## config.mk

```make
export PLATFORM = sky130hd
export DESIGN_NAME = fetch_stage
export DESIGN_NICKNAME = d
export VERILOG_FILES = /design/src/rtl/fetch_pkg.sv /design/src/rtl/fetch_fifo.sv /design/src/rtl/fetch_stage.sv
export SDC_FILE = /design/constraint.sdc
export NUM_CORES = 1
export LEC_CHECK = 0
export BUFFER_PORTS_ARGS = -buffer_cell sky130_fd_sc_hd__buf_2
export CORE_UTILIZATION = 54
export DETAILED_ROUTE_END_ITERATION = 10
export PLACE_DENSITY = 0.78
export REMOVE_ABC_BUFFERS = 1
export SYNTH_ARGS = -nofsm -noshare
export SYNTH_HDL_FRONTEND = slang
export SYNTH_SLANG_ARGS = --single-unit
```

## constraint.sdc

```tcl
create_clock -name clk -period 2.9 [get_ports clk]
set_input_delay 0 -clock clk [delete_from_list [all_inputs] [get_ports clk]]
set_output_delay 0 -clock clk [all_outputs]
set_load 0.01 [all_outputs]
```

## src/rtl/fetch_pkg.sv

```systemverilog
// Shared types for the instruction fetch front end: FSM state, buffered entry and JAL decode.
// fetch_jal_offset is only used when FETCH_JAL_PREDICT_EN is defined.
package fetch_pkg;

    typedef enum logic [1:0] {
        StIssue,
        StWait,
        StDrop
    } fetch_state_t;

    typedef struct packed {
        logic [31:0] pc;
        logic [31:0] inst;
    } fetch_entry_t;

    localparam logic [6:0] OPC_JAL = 7'b1101111;

    // J-type immediate, sign-extended byte offset.
    function automatic logic [31:0] fetch_jal_offset(input logic [31:0] inst);
        return {{11{inst[31]}}, inst[31], inst[19:12], inst[20], inst[30:21], 1'b0};
    endfunction

endpackage

```

## src/rtl/fetch_fifo.sv

```systemverilog
// Synchronous decode buffer of fetch entries with push/pop/flush and occupancy count.
// DEPTH must be a power of two so the pointers wrap naturally.
module fetch_fifo
    import fetch_pkg::*;
#(
    parameter int unsigned DEPTH = 2
) (
    input  logic                       clk,
    input  logic                       rst_n,
    input  logic                       push_i,
    input  logic                       pop_i,
    input  logic                       flush_i,
    input  fetch_entry_t               wdata_i,
    output fetch_entry_t               rdata_o,
    output logic                       empty_o,
    output logic [$clog2(DEPTH):0]     count_o
);

    localparam int unsigned PtrW = $clog2(DEPTH);
    localparam int unsigned CntW = PtrW + 1;

    fetch_entry_t            mem_q [DEPTH];
    logic [PtrW-1:0]         wr_ptr_q;
    logic [PtrW-1:0]         rd_ptr_q;
    logic [CntW-1:0]         count_q;
    logic                    do_push;
    logic                    do_pop;

    // Guards keep the buffer consistent even if a caller misbehaves.
    assign do_pop  = pop_i && (count_q != '0);
    assign do_push = push_i && ((count_q < CntW'(DEPTH)) || do_pop);

    always_ff @(posedge clk or negedge rst_n) begin
        if (!rst_n) begin
            for (int i = 0; i < DEPTH; i++) begin
                mem_q[i] <= '0;
            end
            wr_ptr_q <= '0;
            rd_ptr_q <= '0;
            count_q  <= '0;
        end else if (flush_i) begin
            wr_ptr_q <= '0;
            rd_ptr_q <= '0;
            count_q  <= '0;
        end else begin
            if (do_push) begin
                mem_q[wr_ptr_q] <= wdata_i;
                wr_ptr_q        <= wr_ptr_q + 1'b1;
            end
            if (do_pop) begin
                rd_ptr_q <= rd_ptr_q + 1'b1;
            end
            count_q <= count_q + CntW'(do_push) - CntW'(do_pop);
        end
    end

    assign rdata_o = mem_q[rd_ptr_q];
    assign empty_o = (count_q == '0);
    assign count_o = count_q;

endmodule

```

## src/rtl/fetch_stage.sv

```systemverilog
// Instruction fetch front end: PC, single-outstanding cache request FSM and decode buffer.
// Define FETCH_JAL_PREDICT_EN to follow JAL targets on fetch instead of falling through.
module fetch_stage
    import fetch_pkg::*;
#(
    parameter logic [31:0] RESET_PC   = 32'h0000_0000,
    parameter int unsigned FIFO_DEPTH = 2
) (
    input  logic        clk,
    input  logic        rst_n,
    input  logic        redirect_valid,
    input  logic [31:0] redirect_pc,
    output logic [31:0] ic_addr,
    output logic        ic_send_pulse,
    input  logic [31:0] ic_inst,
    input  logic        ic_ack,
    output logic        dec_valid,
    output logic [31:0] dec_inst,
    output logic [31:0] dec_pc,
    input  logic        dec_ready
);

    localparam int unsigned CntW = $clog2(FIFO_DEPTH) + 1;

    fetch_state_t        state_q, state_d;
    logic [31:0]         pc_q, pc_d;
    logic [31:0]         inflight_q, inflight_d;

    logic                fifo_push;
    logic                fifo_pop;
    logic                fifo_flush;
    logic                fifo_empty;
    logic [CntW-1:0]     fifo_count;
    fetch_entry_t        fifo_head;
    fetch_entry_t        fifo_wdata;

    logic                has_room;
    logic [31:0]         redir_pc;
    logic [31:0]         seq_pc;

    assign redir_pc  = {redirect_pc[31:2], 2'b00};
    assign fifo_pop  = dec_valid && dec_ready;
    // A pop this cycle frees the slot the upcoming ack will fill.
    assign has_room  = (fifo_count < CntW'(FIFO_DEPTH)) || fifo_pop;
    assign fifo_wdata = '{pc: pc_q, inst: ic_inst};

`ifdef FETCH_JAL_PREDICT_EN
    assign seq_pc = (ic_inst[6:0] == OPC_JAL) ? pc_q + fetch_jal_offset(ic_inst)
                                              : pc_q + 32'd4;
`else
    assign seq_pc = pc_q + 32'd4;
`endif

    always_ff @(posedge clk or negedge rst_n) begin
        if (!rst_n) begin
            state_q    <= StIssue;
            pc_q       <= RESET_PC;
            inflight_q <= RESET_PC;
        end else begin
            state_q    <= state_d;
            pc_q       <= pc_d;
            inflight_q <= inflight_d;
        end
    end

    always_comb begin
        state_d       = state_q;
        pc_d          = pc_q;
        inflight_d    = inflight_q;
        ic_send_pulse = 1'b0;
        fifo_push     = 1'b0;
        fifo_flush    = 1'b0;

        if (redirect_valid) begin
            pc_d       = redir_pc;
            fifo_flush = 1'b1;
        end

        case (state_q)
            StIssue: begin
                if (!redirect_valid && has_room && rst_n) begin
                    ic_send_pulse = 1'b1;
                    inflight_d    = pc_q;
                    state_d       = StWait;
                end
            end
            StWait: begin
                if (ic_ack) begin
                    state_d = StIssue;
                    if (!redirect_valid) begin
                        fifo_push = 1'b1;
                        pc_d      = seq_pc;
                    end
                end else if (redirect_valid) begin
                    state_d = StDrop;
                end
            end
            StDrop: begin
                if (ic_ack) begin
                    state_d = StIssue;
                end
            end
            default: state_d = StIssue;
        endcase
    end

    // While dropping, the cache still owns the old request address.
    assign ic_addr = (state_q == StDrop) ? inflight_q : pc_q;

    fetch_fifo #(
        .DEPTH (FIFO_DEPTH)
    ) u_fifo (
        .clk     (clk),
        .rst_n   (rst_n),
        .push_i  (fifo_push),
        .pop_i   (fifo_pop),
        .flush_i (fifo_flush),
        .wdata_i (fifo_wdata),
        .rdata_o (fifo_head),
        .empty_o (fifo_empty),
        .count_o (fifo_count)
    );

    assign dec_valid = !fifo_empty;
    assign dec_inst  = fifo_head.inst;
    assign dec_pc    = fifo_head.pc;

endmodule

```

==> summary.txt <==
Synthesis
  – Leading area contributor after synthesis: dfrtp_1
  – Synth area leaders: dfrtp_1, mux2_2, a31oi_1
  – Top cell type's share of synthesized area: roughly 53%
  – Number of synthesized register bits: 198
  – Post-Syn Area: about 9000 um^2
  – Post-synthesis instance total: 686
  – Synth Flop Type: dfrtp_1
  – Commonest cells post-synth: mux2_2, dfrtp_1, nor2_1
  – Seq/Total Area, Yosys: 53.4%
  – Mapped Avg Cell Area: 13.5 um^2
  – Yosys warnings: 0
  – Synth async-reset ratio: 100%
  – Number of synthesized flops with an enable pin: 0
  – Yosys cell types: 44
  – Top-count cell post-synth: mux2_2

GRT
  – Total congestion overflow: 0
  – Vias in the first global route: 6825
  – Largest net degree at the start of global routing: ~200
  – First-pass GRT wire length: 34.4 mm
  – All-Layer GR Usage: 25.0%
  – Initial antenna violation count: 0

Flow run
  – Maximum Capacitance Violations: 0

Die
  – Die X: 133 um
  – Die area: roughly 18000 um^2
  – Initial Utilization: roughly 56%
  – Core area: 16700 um^2
  – FP Rows: 47
  – Die Y: between 100 and 150 um
  – Ports: 167

Route
  – DR WL met2: 11.1 mm
  – Final antenna-violating net count: 0
  – Vias: approximately 6400
  – Total routed wirelength: 21.2 mm
  – M1 WL: just under 9 mm
  – Routed wl met3: 833 um
  – Vias per Instance: around 5.7
  – DRC viols: 0
  – WL/cell: 18.7 um
  – Max Used Layer: met4
  – 1st-pass router iterations: 4
  – 1st-iter DRT viols: between 300 and 400

CTS
  – Worst-skew pair later-pin latency: 0.43 ns
  – Cts bufs inserted: 17
  – H-tree Lvls: 4
  – CTS Root Buffer Type: clkbuf_16
  – CTS tree: built
  – Maximum clock path buffer count: 2
  – Clock transition at path regs: 0.07 ns
  – Sink Count: around 200
  – Post-CTS Setup Bufs: 0

STA
  – PnR worst setup slack: roughly 0.59 ns
  – Hold Slack: about 0.12 ns
  – Clock Skews: 0.0118 ns
  – Max Transition Viols Final: 0
  – Minimum clock period: around 2.3 ns
  – TNS Setup: 0 ns
  – Final hold violations: 0
  – Worst-Margin Slew: 1.09 ns
  – Final setup fails: 0
  – Rel. slew slack: 27.2%
  – Fmax: 432 MHz
  – Final worst path period share: 79.8%
  – RSZ-0062 raised after global routing: no

Critical path
  – Worst Path Required: between 3 and 4 ns
  – Slowest stage delay, CP: 0.50 ns
  – CP max stage cell: and2_4
  – Crit path from: state_q[1]$_DFFE_PN0P_
  – Critical path fanouts, max: 29
  – CP Capture Type: flop
  – Critical Path AT: 2.63 ns
  – Crit-path cells: nand3b_1 > nor3_2 > and2_4 > buf_4 > mux2_2
  – Critical path startpoint category: flop
  – Worst Setup Path Type: reg2reg
  – RR Startpoint: state_q[1]$_DFFE_PN0P_

Pwr
  – VDD IR max: 0.440 mV
  – Power, Total: 9390 uW
  – Pleak: 0.00520 uW
  – Power per cell area: 817 nW/um^2

Place
  – DP Wirelength: between 10 and 15 mm
  – Final Wtd Congestion: between 0.7 and 0.8
  – IO Port Bufs: roughly 160
  – Pre-CTS setup slack: 0.597 ns

Min path
  – Hold Startpoint: redirect_valid
  – Worst min path class: in2reg

Finish
  – Share of layout cells above drive strength 1: around half
  – Antenna diodes: 0
  – Core Util, Final: 68.8%
  – Layout area overhead: 23.8%
  – Nets: roughly 970

Outcome
  – Status: finished, final reports clean
registers in the layout, indices dropped and copies added, names as in the netlist:
signal	flops
inflight_q	32
pc_q	32
state_q	2
u_fifo.count_o	2
u_fifo.mem_q	128
u_fifo.rd_ptr_q	1
u_fifo.wr_ptr_q	1
worst max-delay path: cells and delay by family, from the launching register on:
family / cells / cell delay, ns
simple gates: 3 / 1.13
flops: 1 / 0.41
mux: 1 / 0.36
buf+inv: 1 / 0.28
kinds of logic after synthesis:
group	after synthesis	synth area share [%]
buf+inv	49	2.94
xor+xnor	14	1.32
fa+ha+maj	3	0.405
mux	257	31.2
flops	198	53.4
compound gates	51	3.40
simple gates	114	7.35
cell usage in the layout (no fill, tap or decap), drive strengths merged, types with 2 or more instances in the layout:
master | synthesis | layout
a31oi | 18 | 18
and2 | 5 | 5
and3 | 5 | 5
and4 | 4 | 4
buf | 26 | 173
clkbuf | 19 | 23
clkinv | 0 | 4
clkinvlp | 0 | 3
dfrtp | 198 | 198
dlygate4sd3 | 0 | 65
ha | 3 | 3
inv | 4 | 4
mux2 | 256 | 256
nand2 | 21 | 21
nand3 | 10 | 10
nand4 | 12 | 12
nor2 | 24 | 24
nor2b | 5 | 5
nor3 | 2 | 2
nor4 | 2 | 2
o21ai | 18 | 18
o31a | 2 | 2
o31ai | 11 | 11
or3 | 7 | 7
or4 | 11 | 11
xnor2 | 4 | 4
xor2 | 10 | 10
area by class of cell:
type	count	area [um^2]
flip-flops and latches	198	4960
well taps	220	275
fillers	1212	5220
repair buffers	239	1620
clock buffers	22	474
inverters	4	15.0
clock inverters	8	76.3
multi-input cells	439	4070
report_power, final:
group          total [uW]  switching (uW)  internal, uW
clock network        2240             999          1240
registers            4160             607          3550
logic                2990            1250          1740
metal layers:
metal	GRT usage, %	vias to the layer above
li1	-	2925
met3	4.48	32
met1	30.8	3282
met4	9.90	0
met2	43.7	164
met5	0	-
final timing paths:
kind / cells after the start / slack, ns / end
min: 3 / 0.12 / inflight_q[6]$_DFFE_PN0P_
max reg2reg: 5 / 0.59 / u_fifo.mem_q[31]$_DFFE_PN0P_
max: 5 / 0.59 / u_fifo.mem_q[31]$_DFFE_PN0P_
min reg2reg: 1 / 0.49 / u_fifo.mem_q[59]$_DFFE_PN0P_
min in group asynchronous: 3 / 0.32 / inflight_q[16]$_DFFE_PN0P_
max in group asynchronous: 3 / 1.70 / u_fifo.rd_ptr_q$_DFFE_PN0P_
per-stage QoR:
stage                     std cells  area [um^2]
after detailed placement       1035        10300
after global placement         1035        10300
after global routing           1130        11500
after CTS                      1130        11500
after floorplan                 641         9020
final                          1130        11500
timing repair:
item | CTS | global route
hold endpoints to repair | 295 | 0
hold buffers | 65 | 0
gates resized for setup | 0 | 0
(Power assumes the default switching activity.)
